<file path="config.mk">
export PLATFORM = sky130hd
export DESIGN_NAME = wb_regfile_flat
export DESIGN_NICKNAME = d
export VERILOG_FILES = /design/src/rtl/wb_regfile_pkg.sv /design/src/rtl/wb_regfile_if.sv /design/src/rtl/wb_commit_buf.sv /design/src/rtl/wb_regfile.sv /design/src/flat_wrapper.sv
export SDC_FILE = /design/constraint.sdc
export NUM_CORES = 2
export LEC_CHECK = 0
export CAP_MARGIN = 20
export CORE_UTILIZATION = 55
export DETAILED_ROUTE_END_ITERATION = 10
export GPL_TIMING_DRIVEN = 0
export PLACE_DENSITY = 0.72
export SLEW_MARGIN = 15
export SYNTH_ARGS = -nofsm -noshare
export SYNTH_HDL_FRONTEND = slang
export SYNTH_SLANG_ARGS = --single-unit
</file>
<file path="constraint.sdc">
create_clock -name clk -period 5 [get_ports clk]
set_input_delay 0.5 -clock clk [delete_from_list [all_inputs] [get_ports clk]]
set_output_delay 0.5 -clock clk [all_outputs]
set_load 0.02 [all_outputs]
</file>
<file path="src/rtl/wb_regfile_pkg.sv">
// Shared widths, constants and the commit-buffer entry type.
// Imported by the write-back register file and its commit buffer.
package wb_regfile_pkg;
  localparam int RegBus     = 32;
  localparam int RegAddrBus = 5;
  localparam int RegNum     = 32;
  localparam int Depth      = 2;

  localparam logic RstEnable = 1'b0;

  typedef logic [RegBus-1:0]     reg_t;
  typedef logic [RegAddrBus-1:0] addr_t;

  localparam reg_t  ZeroWord   = '0;
  localparam addr_t NopRegAddr = '0;

  typedef struct packed {
    addr_t wd;
    reg_t  data;
  } wb_ent_t;
endpackage

</file>
<file path="src/rtl/wb_regfile_if.sv">
// Execute-result handshake: {wd, wreg, wdata} offered with valid/ready.
// master = execute producer, slave = write-back register file.
interface wb_regfile_if;
  import wb_regfile_pkg::*;

  logic  valid;
  logic  ready;
  logic  wreg;
  addr_t wd;
  reg_t  wdata;

  modport master (
    output valid, wd, wreg, wdata,
    input  ready
  );

  modport slave (
    input  valid, wd, wreg, wdata,
    output ready
  );
endinterface

</file>
<file path="src/rtl/wb_commit_buf.sv">
// 2-entry in-order commit buffer with newest-first lookup for two ports.
// Ports: push/ent in, pop request, ready/count, head commit out, lookups.
module wb_commit_buf
  import wb_regfile_pkg::*;
#(
  parameter int DEPTH = Depth
) (
  input  logic    clk,
  input  logic    rst_n,
  input  logic    push_i,
  input  wb_ent_t ent_i,
  input  logic    pop_i,
  output logic    ready_o,
  output logic [1:0] count_o,
  output logic    cm_we_o,
  output wb_ent_t cm_ent_o,
  input  addr_t   raddr1_i,
  output logic    hit1_o,
  output reg_t    hdata1_o,
  input  addr_t   raddr2_i,
  output logic    hit2_o,
  output reg_t    hdata2_o
);

  wb_ent_t    slot_q [2];
  wb_ent_t    slot_d [2];
  logic [1:0] count_q, count_d;
  logic       ready_q, ready_d;
  logic       pop;

  assign pop = pop_i && (count_q != 2'd0);

  // Slot 0 is always the head; a pop shifts slot 1 down, then a push
  // lands in the first free slot behind whatever survived.
  always_comb begin
    slot_d  = slot_q;
    count_d = count_q;
    if (pop) begin
      slot_d[0] = slot_q[1];
      count_d   = count_q - 2'd1;
    end
    if (push_i) begin
      slot_d[count_d[0]] = ent_i;
      count_d            = count_d + 2'd1;
    end
    ready_d = (count_d != 2'(DEPTH));
  end

  always_ff @(posedge clk) begin
    if (rst_n == RstEnable) begin
      count_q <= 2'd0;
      ready_q <= 1'b1;
      slot_q  <= '{default: '0};
    end else begin
      count_q <= count_d;
      ready_q <= ready_d;
      slot_q  <= slot_d;
    end
  end

  // Tail is checked before head so duplicates return the newest value.
  function automatic logic [RegBus:0] look(addr_t a);
    if (count_q == 2'd2 && slot_q[1].wd == a)
      return {1'b1, slot_q[1].data};
    if (count_q != 2'd0 && slot_q[0].wd == a)
      return {1'b1, slot_q[0].data};
    return {1'b0, ZeroWord};
  endfunction

  assign {hit1_o, hdata1_o} = look(raddr1_i);
  assign {hit2_o, hdata2_o} = look(raddr2_i);

  assign ready_o  = ready_q;
  assign count_o  = count_q;
  assign cm_we_o  = pop;
  assign cm_ent_o = slot_q[0];

endmodule

</file>
<file path="src/rtl/wb_regfile.sv">
// Write-back register file: buffers execute results, commits in order.
// Ports: clk/rst_n, result bus (slave), commit_en, 2 read ports, count.
module wb_regfile
  import wb_regfile_pkg::*;
#(
  parameter int DATA_W = RegBus,
  parameter int ADDR_W = RegAddrBus,
  parameter int NREGS  = RegNum,
  parameter int DEPTH  = Depth
) (
  input  logic              clk,
  input  logic              rst_n,
  wb_regfile_if.slave       res,
  input  logic              commit_en_i,
  input  logic              re1_i,
  input  logic [ADDR_W-1:0] raddr1_i,
  output logic [DATA_W-1:0] rdata1_o,
  input  logic              re2_i,
  input  logic [ADDR_W-1:0] raddr2_i,
  output logic [DATA_W-1:0] rdata2_o,
  output logic [1:0]        count_o
);

  logic [DATA_W-1:0] rf_q [NREGS];

  logic    push;
  wb_ent_t ent;
  logic    cm_we;
  wb_ent_t cm_ent;
  logic    hit1, hit2;
  reg_t    hd1, hd2;

  // Results with no destination, or aimed at r0, complete the handshake
  // but never occupy a buffer slot.
  assign push = res.valid && res.ready && res.wreg &&
                (res.wd != NopRegAddr);
  assign ent  = '{wd: res.wd, data: res.wdata};

  wb_commit_buf #(.DEPTH(DEPTH)) u_buf (
    .clk      (clk),
    .rst_n    (rst_n),
    .push_i   (push),
    .ent_i    (ent),
    .pop_i    (commit_en_i),
    .ready_o  (res.ready),
    .count_o  (count_o),
    .cm_we_o  (cm_we),
    .cm_ent_o (cm_ent),
    .raddr1_i (raddr1_i),
    .hit1_o   (hit1),
    .hdata1_o (hd1),
    .raddr2_i (raddr2_i),
    .hit2_o   (hit2),
    .hdata2_o (hd2)
  );

  always_ff @(posedge clk) begin
    if (rst_n == RstEnable) begin
      for (int i = 0; i < NREGS; i++)
        rf_q[i] <= ZeroWord;
    end else if (cm_we) begin
      rf_q[cm_ent.wd] <= cm_ent.data;
    end
  end

  always_comb begin
    rdata1_o = ZeroWord;
    if (rst_n != RstEnable && re1_i && raddr1_i != NopRegAddr)
      rdata1_o = hit1 ? hd1 : rf_q[raddr1_i];
  end

  always_comb begin
    rdata2_o = ZeroWord;
    if (rst_n != RstEnable && re2_i && raddr2_i != NopRegAddr)
      rdata2_o = hit2 ? hd2 : rf_q[raddr2_i];
  end

endmodule
</file>
<file path="src/flat_wrapper.sv">
// flat-port wrapper written by rule: the top's interface ports become plain ports
module wb_regfile_flat import wb_regfile_pkg::*;
#(
  parameter int DATA_W = RegBus,
  parameter int ADDR_W = RegAddrBus,
  parameter int NREGS  = RegNum,
  parameter int DEPTH  = Depth
)
  (clk, rst_n, commit_en_i, re1_i, raddr1_i, rdata1_o, re2_i, raddr2_i, rdata2_o, count_o, res_valid, res_wd, res_wreg, res_wdata, res_ready);
  wb_regfile_if res_i ();
  input  logic clk;
  input  logic rst_n;
  input  logic commit_en_i;
  input  logic re1_i;
  input  logic [ADDR_W-1:0] raddr1_i;
  output logic [DATA_W-1:0] rdata1_o;
  input  logic re2_i;
  input  logic [ADDR_W-1:0] raddr2_i;
  output logic [DATA_W-1:0] rdata2_o;
  output logic [1:0] count_o;
  input wire logic [$bits(res_i.valid)-1:0] res_valid;
  input wire logic [$bits(res_i.wd)-1:0] res_wd;
  input wire logic [$bits(res_i.wreg)-1:0] res_wreg;
  input wire logic [$bits(res_i.wdata)-1:0] res_wdata;
  output wire logic [$bits(res_i.ready)-1:0] res_ready;
  assign res_i.valid = res_valid;
  assign res_i.wd = res_wd;
  assign res_i.wreg = res_wreg;
  assign res_i.wdata = res_wdata;
  assign res_ready = res_i.ready;
  wb_regfile #(.DATA_W(DATA_W), .ADDR_W(ADDR_W), .NREGS(NREGS), .DEPTH(DEPTH)) u_core (.clk(clk), .rst_n(rst_n), .res(res_i), .commit_en_i(commit_en_i), .re1_i(re1_i), .raddr1_i(raddr1_i), .rdata1_o(rdata1_o), .re2_i(re2_i), .raddr2_i(raddr2_i), .rdata2_o(rdata2_o), .count_o(count_o));
endmodule
</file>
Yosys cells after proc, flatten, opt, wreduce, memory -nomap -nowiden
Memory sizes are Yosys's and may differ from the RTL's.
Cells that the tools add are included.
{"block": "word_totals", "ff_bits": 77, "mem_bits_rw": 1024, "inputBits": 54, "out_inout_bits": 67, "word_cells": 68, "memories": 1}
{"block": "classes", "addsub": 2, "magnitude_cmp": 2, "n_eq_ne": 6, "n_mux": 32, "n_bitwise": 1, "n_reduce_logical": 18}
{"memory": "u_core.rf_q", "words": 32, "word_bits": 32, "rd": 2, "rd_clocked_by_memory_dff": 0, "write_ports": 32, "line_no": "wb_regfile.sv:24", "rtl": "logic [DATA_W-1:0] rf_q [NREGS];"}
{"op": "two-way mux 33 bit", "count": 8}
{"op": "two-way mux 32 bit", "count": 5}
{"op": "bitwise mux 74 bit", "count": 1}
{"op": "two-way mux 37 bit", "count": 2}
{"op": "two-way mux 74 bit", "count": 1}
{"op": "demux 37 bit (select 1 bit)", "count": 1}
{"op": "OR reduction 32 bit", "count": 1}
{"op": "== test 5 bit", "count": 4}
{"op": "nonzero test 5 bit", "count": 3}
{"op": "logical AND 1 bit", "count": 13}
{"op": "two-way mux 1 bit", "count": 11}
{"op": "two-way mux 5 bit", "count": 1}
{"op": "two-way mux 2 bit", "count": 2}
{"op": "adder 2 x 1 -> 2 bit, second input constant", "count": 1}
{"op": "== test 2 bit, second input constant", "count": 1}
{"op": ">= comparator 2 bit, second input constant", "count": 1}
{"op": "less-than comparator 2 x 1 -> 1 bit, second input constant", "count": 1}
{"op": "inequality test 2 bit, second input constant", "count": 1}
{"op": "inverter 1 -> 2 bit", "count": 1}
{"op": "nonzero test 2 bit", "count": 1}
{"op": "subtractor 2 x 1 -> 2 bit, second input constant", "count": 1}

Logic depth before layout (Yosys ltp)
{"block": "depth", "ltp_word": 10, "ltp_mapped": 10}

Hierarchy
A second synthesis with hierarchy kept.
{"block": "hier_totals", "cells_unflattened": 4427, "hier_area_um2": 61122.4}
{"mod": "wb_regfile", "n_inst": 1, "cells_each": 3897, "area_each_um2": 55746.0}
{"mod": "wb_commit_buf", "n_inst": 1, "cells_each": 530, "area_each_um2": 5376.4}

Worst setup path after synthesis
No wires, ideal clock.
{"block": "synth_timing", "path_kind": "register -> register", "start": "register u_core.u_buf.count_q[0], in the netlist u_core.u_buf.count_o[0]", "end": "memory u_core.rf_q[20][0] (netlist bit), enable pin", "setup_ns": 0.466, "t_arrival_ns": 3.955, "path_slack_ns": 0.579, "stages_incl_launch_ff": 8, "path_cell_list": "dfxtp_1 > inv_1 > ha_1 > nand3b_1 > or3_1 > clkbuf_1 > clkbuf_1 > o21ai_0"}
{"item": "start, declared", "line_no": "wb_commit_buf.sv:27", "rtl": "logic [1:0] count_q, count_d;"}
{"item": "start signal, assigned", "line_no": "wb_commit_buf.sv:55", "rtl": "count_q <= count_d;"}
{"item": "end, declared", "line_no": "wb_regfile.sv:24"}

Worst setup path in the final report
{"block": "layout_timing", "start": "input raddr1_i[3]", "end": "output rdata1_o[15]"}
{"block": "layout_between", "elab_chain_cells": 8, "elab_cells_between_ends": 15}
{"item": "start, declared", "line_no": "flat_wrapper.sv:15", "rtl": "input logic [ADDR_W-1:0] raddr1_i;"}
{"item": "== test 5 bit", "line_no": "wb_commit_buf.sv:65", "rtl": "if (count_q != 2'd0 && slot_q[0].wd == a)"}
{"item": "logical AND 1 bit", "line_no": "wb_commit_buf.sv:65"}
{"item": "two-way mux 1 bit (2 in series)", "line_no": "wb_commit_buf.sv:65"}
{"item": "two-way mux 33 bit", "line_no": "wb_commit_buf.sv:67", "rtl": "return {1'b0, ZeroWord};"}
{"item": "two-way mux 33 bit", "line_no": "wb_commit_buf.sv:65"}
{"item": "two-way mux 32 bit", "line_no": "wb_regfile.sv:69", "rtl": "rdata1_o = hit1 ? hd1 : rf_q[raddr1_i];"}
{"item": "two-way mux 32 bit (*)", "line_no": "wb_regfile.sv:68", "rtl": "if (rst_n != RstEnable && re1_i && raddr1_i != NopRegAddr)"}
{"item": "end, declared", "line_no": "flat_wrapper.sv:16", "rtl": "output logic [DATA_W-1:0] rdata1_o;"}
Every way passes the cells marked *; elsewhere a longest branch is shown, timed or not. The select of a mux whose other input is x is not followed.

==> results.py <==
metrics = {
    "outcome": {
        "status": "finished with violations",
        "violations": "negative setup slack",
    },
    "routing": {
        "ant_nets": 0,
        "drtIter0Drc": 8364,
        "dr.pass1.iters": 10,
        "drc_errors": 0,
        "wl_microns": 227000,
        "wl_per_cell_microns": 37.9,
        "vias": 43000,
        "vias_per_cell": 7.18,
    },
    "die": {
        "row_count": 120,
        "core_sq_um": 107000,
        "io_pins": 121,
        "die_w_microns": 331,
        "initial_core_util": 0.555,
        "die_area_sq_um": 109000,
        "fp.dieH_microns": 331,
    },
    "pwr": {
        "cellPowerDensity_nw_per_um2": 353,
        "total_power_mw": 24.2,
        "leakagePower_nw": 24.5,
        "irDropWorstVdd_mv": 0.302,
    },
    "global_route": {
        "grt_pass1_vias": 41500,
        "gr-usage-met3": 0.150,
        "top_usage_layer": "met2",
        "grt_max_degree": 20,
        "overflow": 0,
        "grt_usage": 0.416,
        "antenna_found_initial": 7,
        "grt_first_pass_wirelength_microns": 310000,
        "use_met2": 0.591,
        "gr-usage-met1": 0.541,
    },
    "flow_run": {
        "cap_violations": 0,
    },
    "logic_synthesis": {
        "synth_cell_types": 57,
        "synth-async-reset-ratio": 0,
        "netlist.area_leader.share": 0.518,
        "synth_area_leaders": "edfxtp_1 (52%), mux4_2 (17%), and2_1 (11%)",
        "synth_edf_count": 1024,
        "ys.flop_type": "edfxtp_1",
        "syn_inst": 4161,
        "ys_seq_elements": 1101,
        "synth_warnings": 0,
        "post-synth-top-area-cell": "edfxtp_1",
        "synth_fp_nets": 4218,
        "ys_seq_area_frac": 0.544,
        "syn_area_sq_um": 59400,
        "synth.avg_cell_area_sq_um": 14.3,
    },
    "clock_tree": {
        "numCtsBuffers": 118,
        "cts_tree": "built",
        "post-cts-setup-buffer-count": 0,
        "cts.sinks": 1101,
        "clk_pin_slew_ns": 0.06,
        "cts-root-buf": "clkbuf_16",
        "cts_buffer_depth": 3,
        "insertion_delay_ns": 0.74,
        "htreeDepth": 3,
    },
    "setup_path": {
        "path_class": "in2out",
        "start_kind": "input pin",
        "worst_ep_arrival_time_ns": 4.73,
        "rrSetupSlack_ns": 0.46,
        "rr_startpoint": "u_core.u_buf.count_o[0]$_SDFF_PN0_",
        "crit_fanout": 10,
        "cp_data_required_time_ns": 4.50,
        "cp-end-kind": "output port",
        "startpoint": "raddr1_i[3]",
    },
    "cells_and_area": {
        "drive_gt1_frac": 0.208,
        "areaGrowthSynthToFinish_pct": 15.2,
        "mostFrequentLayoutCells": "and2_1 (1,026), edfxtp_1 (1,024), mux4_2 (452)",
        "fillers": 7737,
        "mostFrequentLayoutCell": "and2_1",
        "fin_nets": 4524,
    },
    "timing": {
        "fin_skew_ns": 0.0322,
        "period_share": 1.05,
        "setup_viol_count_final": 33,
        "max_freq_mhz": 191,
        "period_needed_ns": 5.23,
        "hold_viol_final": 0,
        "worst_pin_slew_ns": 1.33,
        "drv_slew": 0,
        "setup_slack_ns": -0.235,
        "max_slew_margin": 0.110,
    },
    "place": {
        "io_buffers": 113,
        "dp_hpwl_microns": 163000,
        "dpl_worst_slack_ns": -0.545,
        "place.gp.congestion": 1.04,
    },
    "min_path": {
        "min-delay-start": "res_wdata[5]",
        "hold_path_class": "in2reg",
    },
}
kinds of logic (layout without fill, tap and decap cells):
| group | count (synthesis) | in the layout | synth area share |
|---|---|---|---|
| mux | 739 | 739 | 0.220 |
| other cells | 0 | 14 | 0 |
| fa+ha+maj | 3 | 3 | 0.000632 |
| xor+xnor | 21 | 21 | 0.00310 |
| flops | 1101 | 1101 | 0.544 |
| simple gates | 1339 | 1339 | 0.133 |
| buf+inv | 466 | 875 | 0.0342 |
| compound gates | 492 | 492 | 0.0647 |
synth_stat cells (7+ instances only):
| cell type | count |
|---|---|
| a211oi_1 | 34 |
| a21oi_1 | 63 |
| a221oi_1 | 31 |
| a22o_1 | 29 |
| a2bb2oi_1 | 29 |
| a311oi_1 | 37 |
| a32o_1 | 30 |
| and2_1 | 1026 |
| buf_1 | 27 |
| buf_2 | 54 |
| buf_4 | 19 |
| buf_6 | 14 |
| clkbuf_1 | 344 |
| dfxtp_1 | 77 |
| edfxtp_1 | 1024 |
| mux2_2 | 31 |
| mux2i_1 | 256 |
| mux4_2 | 452 |
| nand2_1 | 81 |
| nand3_1 | 7 |
| nand3b_1 | 8 |
| nand4_1 | 33 |
| nor2_1 | 119 |
| nor2b_1 | 37 |
| o211a_1 | 32 |
| o21ai_0 | 52 |
| o21ai_1 | 16 |
| o221a_2 | 31 |
| o221ai_1 | 60 |
| o22ai_1 | 30 |
| xnor2_1 | 8 |
| xor2_1 | 13 |
routing by layer:
metal  routed length, microns  part of all wire  vias up
met2                    95700              0.42     4049
met1                    77500              0.34    21300
met3                    35300              0.16      886
met4                    18400             0.081        6
met5                      120           0.00053        -
li1                         -                 -    16700
final cells by class:
| type | instances | area [sq um] | share of cell area |
|---|---|---|---|
| flip-flops and latches | 1101 | 32300 | 0.472 |
| multi-input cells | 2594 | 25600 | 0.374 |
| clock buffers | 155 | 3230 | 0.0471 |
| repair buffers | 188 | 2840 | 0.0415 |
| plain buffers | 459 | 2100 | 0.0307 |
| well taps | 1403 | 1760 | 0.0257 |
| clock inverters | 68 | 582 | 0.00850 |
| diodes | 14 | 35.0 | 0.000512 |
| inverters | 5 | 18.8 | 0.000274 |
final timing paths:
kind / end / cells past startpoint
hold / removal: u_core.u_buf.cm_ent_o[5]$_SDFF_PN0_ / 3
setup reg to reg: u_core.rf_q[4][4]$_SDFFCE_PN0P_ / 10
setup / recovery: rdata1_o[15] / 8
hold reg to reg: u_core.u_buf.cm_ent_o[9]$_SDFF_PN0_ / 2
per-stage QoR:
stage                     hold slack, ns  TNS [ns]   util  cell area [sq um]  cells
after floorplan                    0.477         0      -              59400   4161
after global placement             0.499  -3134.74  0.582              62300   5677
after detailed placement           0.502    -18.92  0.600              64300   5746
after CTS                          0.387         0  0.637              68200   5968
after global routing               0.432   -0.0382  0.639              68400   5973
final                              0.404     -2.80  0.639              68400   5987
report_power, final:
part | switching, mW | leakage, nW | internal, mW | total (mW)
clock network | 3.87 | 1.86 | 4.98 | 8.85
logic | 2.89 | 11.5 | 1.49 | 4.38
registers | 0.428 | 11.2 | 10.5 | 10.9
registers in the layout, indices dropped and copies added (netlist names), named ones only:
name,cells
u_core.rf_q,1024
u_core.u_buf.ready_o,1
u_core.u_buf.count_o,2
u_core.u_buf.cm_ent_o,37
worst max-delay path, cell delays in order:
cell and delay, ns:
clkdlybuf4s50_1 0.64, clkdlybuf4s15_1 0.76, inv_1 0.65, clkbuf_2 0.44
mux2_2 0.42, nand4_1 0.17, o211a_1 0.43, clkdlybuf4s50_1 0.69
timing repair:
item                       in CTS  in global routing
hold buffers                    0                  0
gates resized for setup        44                 45
setup endpoints to repair      62                 51
Power figures use the tool's default switching activity.
